File: config.mk
export PLATFORM = sky130hd
export DESIGN_NAME = freq_calc
export DESIGN_NICKNAME = d
export VERILOG_FILES = /design/src/rtl/freq_calc.sv
export SDC_FILE = /design/constraint.sdc
export NUM_CORES = 1
export LEC_CHECK = 0
export CAP_MARGIN = 10
export CORE_MARGIN = 4
export CORE_UTILIZATION = 45
export DETAILED_ROUTE_END_ITERATION = 8
export PLACE_DENSITY = 0.66
export SYNTH_ARGS = -nofsm -noshare
export SYNTH_HDL_FRONTEND = slang
export SYNTH_SLANG_ARGS = --single-unit
File: constraint.sdc
create_clock -name clk_100M -period 7.6 [get_ports clk_100M]
set_input_delay 2.28 -clock clk_100M [delete_from_list [all_inputs] [get_ports clk_100M]]
set_output_delay 2.28 -clock clk_100M [all_outputs]
set_load 0.02 [all_outputs]
File: src/rtl/freq_calc.sv
// freq_calc
//   Post-processing stage for the equal-precision frequency meter. On each
//   rising edge of irq it latches cnt_s / cnt_x and computes
//   freq = round(cnt_x * REF_FREQ / cnt_s) with a 64-cycle restoring divider.
//   A watchdog pulses meas_rst when no measurement completes within TIMEOUT
//   cycles, restarting the measurement block after a sudden frequency drop.
//
// Ports
//   clk_100M   in   system clock (only clock)
//   rst_n      in   asynchronous active-low reset
//   cnt_s      in   [31:0] standard-clock count of the last gate
//   cnt_x      in   [31:0] signal count of the last gate
//   irq        in   level, high while the gate is closed; rising edge = counts valid
//   freq       out  [31:0] last computed frequency in Hz (saturates)
//   freq_valid out  one-cycle pulse when freq updates
//   div_err    out  one-cycle pulse when a cnt_s = 0 measurement is discarded
//   ovf        out  high when the last result saturated
//   busy       out  high while multiplying / dividing
//   meas_rst   out  one-cycle watchdog pulse
//   timeout    out  sticky watchdog flag, cleared by the next irq event
module freq_calc #(
    parameter logic [31:0] REF_FREQ = 32'd100_000_000,
    parameter logic [31:0] TIMEOUT  = 32'd50_000_000
) (
    input  logic        clk_100M,
    input  logic        rst_n,
    input  logic [31:0] cnt_s,
    input  logic [31:0] cnt_x,
    input  logic        irq,
    output logic [31:0] freq,
    output logic        freq_valid,
    output logic        div_err,
    output logic        ovf,
    output logic        busy,
    output logic        meas_rst,
    output logic        timeout
);

    typedef enum logic [1:0] {
        IDLE,
        MUL,
        DIV,
        DONE
    } state_t;

    state_t      state;
    logic        irq_d;
    logic        irq_seen;
    logic        ev;
    logic [31:0] num_r;
    logic [31:0] den_r;
    logic [63:0] dvd;
    logic [63:0] quo;
    logic [32:0] rem;
    logic [32:0] rem_sh;
    logic        rem_ge;
    logic [5:0]  it;
    logic [31:0] wd_cnt;

    // irq_seen blocks the first edge after reset: irq_d has not yet sampled
    // a real low level, so a high irq out of reset must not count as an edge.
    assign ev = irq & ~irq_d & irq_seen;

    // Remainder is kept 33 bits wide so the shifted value never loses its carry.
    assign rem_sh = (rem << 1) | {32'd0, dvd[63]};
    assign rem_ge = (rem_sh >= {1'b0, den_r});

    always_ff @(posedge clk_100M or negedge rst_n) begin
        if (!rst_n) begin
            irq_d    <= 1'b0;
            irq_seen <= 1'b0;
        end else begin
            irq_d    <= irq;
            irq_seen <= 1'b1;
        end
    end

    always_ff @(posedge clk_100M or negedge rst_n) begin
        if (!rst_n) begin
            state      <= IDLE;
            num_r      <= '0;
            den_r      <= '0;
            dvd        <= '0;
            quo        <= '0;
            rem        <= '0;
            it         <= '0;
            freq       <= '0;
            freq_valid <= 1'b0;
            div_err    <= 1'b0;
            ovf        <= 1'b0;
            busy       <= 1'b0;
        end else begin
            freq_valid <= 1'b0;
            div_err    <= 1'b0;
            // busy trails the state by one edge: high from edge k+1 to k+66
            busy       <= (state == MUL) || (state == DIV);
            case (state)
                IDLE: begin
                    if (ev) begin
                        if (cnt_s == '0) begin
                            div_err <= 1'b1;
                        end else begin
                            den_r <= cnt_s;
                            num_r <= cnt_x;
                            state <= MUL;
                        end
                    end
                end
                MUL: begin
                    // Adding half the divisor turns the truncating divide into round-half-up.
                    dvd   <= ({32'd0, num_r} * {32'd0, REF_FREQ}) + {33'd0, den_r[31:1]};
                    rem   <= '0;
                    quo   <= '0;
                    it    <= '0;
                    state <= DIV;
                end
                DIV: begin
                    rem   <= rem_ge ? (rem_sh - {1'b0, den_r}) : rem_sh;
                    quo   <= {quo[62:0], rem_ge};
                    dvd   <= dvd << 1;
                    it    <= it + 6'd1;
                    if (it == 6'd63) begin
                        state <= DONE;
                    end
                end
                DONE: begin
                    if (|quo[63:32]) begin
                        freq <= '1;
                        ovf  <= 1'b1;
                    end else begin
                        freq <= quo[31:0];
                        ovf  <= 1'b0;
                    end
                    freq_valid <= 1'b1;
                    state      <= IDLE;
                end
                default: state <= IDLE;
            endcase
        end
    end

    // Any event restarts the watchdog, even discarded or dropped ones; an
    // event coinciding with expiry wins.
    always_ff @(posedge clk_100M or negedge rst_n) begin
        if (!rst_n) begin
            wd_cnt   <= '0;
            meas_rst <= 1'b0;
            timeout  <= 1'b0;
        end else begin
            meas_rst <= 1'b0;
            if (ev) begin
                wd_cnt  <= '0;
                timeout <= 1'b0;
            end else if (wd_cnt == TIMEOUT - 32'd1) begin
                wd_cnt   <= '0;
                meas_rst <= 1'b1;
                timeout  <= 1'b1;
            end else begin
                wd_cnt <= wd_cnt + 32'd1;
            end
        end
    end

endmodule

==> flow_metrics.py <==
metrics = {
    "routing": {
        "wire_per_inst_um": 17.5,
        "wirelength_um": 69800,
        "drtIter0Drc": 1431,
        "drtPass1Iterations": 5,
        "num_vias": 21173,
        "ant_nets": 0,
        "vias_per_cell": 5.31,
        "post-route-drc-count": 0,
    },
    "global_route": {
        "grt_max_degree": 190,
        "antenna_found_initial": 0,
        "grt_pass1_vias": 22457,
        "grt_pass1_wl_um": 116000,
        "track_usage_pct": 21.0,
        "grt.overflow.total": 0,
    },
    "min_path": {
        "holdCritPathClass": "reg -> reg",
        "hold_path_depth": 1,
    },
    "logic_synthesis": {
        "mappedNetlistArea_mm2": 0.0283,
        "ys_ff_latch": 304,
        "yosys.area.top_type": "dfrtp_1",
        "synth_top_area_share_pct": 26.9,
        "synth-main-ff-cell": "dfrtp_1",
        "syn_nets": 3566,
        "synthTopCellsByArea": "dfrtp_1, fa_1, ha_1",
        "yosysWarnings": 0,
        "async_flop_share_pct": 100,
        "synthCells": 2943,
        "syn_area_per_cell_um2": 9.61,
        "yosysSeqAreaShare_pct": 26.9,
        "synth.distinct_cells": 89,
        "synth_edf_count": 0,
    },
    "clocking": {
        "cts-root-buf": "clkbuf_16",
        "cts_tree": "built",
        "cts_buffers": 37,
        "cts_sinks": 304,
        "htreeDepth": 2,
        "clockBufferDepth": 3,
        "clkTransAtPathRegs_ps": 60,
        "worstSkewPairLatency_ps": 570,
    },
    "timing": {
        "fmax_mhz": 135,
        "setup_tns_ps": 0,
        "period_share_pct": 97.4,
        "skew_ps": 30.9,
        "worstMarginPinSlew_ps": 1090,
        "whs_ps": 475,
        "setup_viol": 0,
        "hold_viol": 0,
        "slew_viol_final": 0,
        "slew_headroom_pct": 27.4,
        "period_minus_slack_ps": 7400,
    },
    "die": {
        "core_area_mm2": 0.0619,
        "rows": 91,
        "fp.dieW_um": 259,
        "start_util_pct": 45.7,
        "die_area_mm2": 0.0669,
        "die_h_um": 259,
        "io_pins": 105,
    },
    "critical_path": {
        "slowest_stage": "or4_4",
        "worst_setup_path_start_kind": "flop",
        "cpPeakStageDelay_ps": 570,
        "crit_fanout": 6,
        "required_ps": 8010,
        "critPathMostFrequentCell": "fa_1",
        "worstSetupPathType": "reg -> reg",
        "end_kind": "flop",
        "r2r_cells": 28,
        "cp.arrival_ps": 7810,
    },
    "cells_and_area": {
        "nets": 3747,
        "final_cell_mix": "inv_1, dfrtp_1, fa_1, ha_1, nor2_1",
        "diodes": 0,
        "drive_above_1_share_pct": 13.8,
        "synthToLayoutAreaGrowth_pct": 17.0,
        "fillerInstances": 5529,
        "final_common_cell": "inv_1",
        "final_cells": 3989,
    },
    "place": {
        "place_inst": 3884,
        "dp_hpwl_um": 53600,
        "port_buffers": 104,
        "gp_congestion": 0.893,
    },
    "run": {
        "cap_violations": 0,
    },
    "status": {
        "status": "completed",
    },
}
-- synthesized netlist by cell type, types with 13 or more instances --
library cell,number
inv_1,533
dfrtp_1,304
ha_1,284
fa_1,272
a21oi_1,162
nor2_1,161
o21ai_0,148
nand3_1,117
nand2_1,110
clkbuf_1,80
xor2_1,74
mux2_2,73
a21o_1,67
xnor2_1,65
nor3_1,42
nand4_1,37
o22a_1,33
and3_1,27
o2bb2ai_1,27
nor4_1,25
mux2i_1,24
nand2b_1,16
nor2b_1,15
or3_1,14
a211oi_1,13
o211ai_1,13
o21ai_1,13
-- path summary, 6_finish.rpt --
check | to | start | slack [ps]
setup / recovery | dvd[55]$_DFFE_PN0P_ | num_r[4]$_DFFE_PN0P_ | 200
min in group asynchronous | dvd[10]$_DFFE_PN0P_ | rst_n | 1720
max in group asynchronous | wd_cnt[24]$_DFF_PN0_ | rst_n | 4430
hold reg to reg | dvd[48]$_DFFE_PN0P_ | dvd[48]$_DFFE_PN0P_ | 480
hold / removal | dvd[48]$_DFFE_PN0P_ | dvd[48]$_DFFE_PN0P_ | 480
setup reg to reg | dvd[55]$_DFFE_PN0P_ | num_r[4]$_DFFE_PN0P_ | 200
-- state kept, by name, indices dropped and copies added (netlist names) --
name and cells:
irq_d 1, ovf 1, state 2, div_err 1
rem 32, freq 32, num_r 32, timeout 1
wd_cnt 32, quo 64, freq_valid 1, meas_rst 1
busy 1, it 6, dvd 64, den_r 32
irq_seen 1
-- repair_timing --
action | in CTS | in global routing
setup buffers | 3 | 35
pin swaps | 2 | 61
gates cloned | 0 | 0
resized for setup | 13 | 139
hold buffers | 0 | 0
endpoints found under the setup margin | 4 | 21
-- critical path, delay by kind of cell, from the launching register on --
| kind | cells | cell delay (ps) |
|---|---|---|
| AOI/OAI and AO/OA | 9 | 1430 |
| xor gates and xnor gates | 1 | 90 |
| muxes | 1 | 170 |
| adders and majority gates | 8 | 3160 |
| buffers and inverters | 4 | 440 |
| and+or+nand+nor | 5 | 1490 |
| DFF | 1 | 450 |
-- cell type report --
type / count / area, um^2 / share of cell area, %
Multi-Input combinational cell: 2002 / 19000 / 57.5
Sequential cell: 304 / 7630 / 23.1
Timing Repair Buffer: 245 / 2160 / 6.52
Inverter: 534 / 2010 / 6.08
Tap cell: 837 / 1050 / 3.17
Clock buffer: 48 / 1030 / 3.10
Clock inverter: 19 / 176 / 0.533
-- stage by stage --
stage               cell area (um^2)  setup slack (ps)  util, %
floorplan                      28300              4.93        -
global placement               30800              48.6     49.7
detailed placement             30800              -106     49.7
CTS                            32100              7.11     51.8
global route                   33100             -76.1     53.4
finish                         33100               200     53.4
-- layer usage --
metal / up-vias / wire [um] / share of wire [%] / track usage [%]
met2: 354 / 33900 / 49 / 35.3
met1: 10477 / 31700 / 45 / 29.1
li1: 10245 / - / - / -
met4: 0 / 1520 / 2.2 / 4.81
met5: - / 0 / 0 / 0
met3: 97 / 2680 / 3.8 / 3.14
-- cell families after synthesis --
family	after synthesis	share of synthesized area, %
buf+inv	637	8.56
fa+ha+maj	556	31.8
xor+xnor	141	4.42
compound gates	599	13.8
other cells	1	0.0133
mux	97	3.76
simple gates	608	10.7
flops	304	26.9
Power is left out: the tool's default activity adds up to more than one toggle a clock period on the data nets, which glitch-free logic cannot reach.
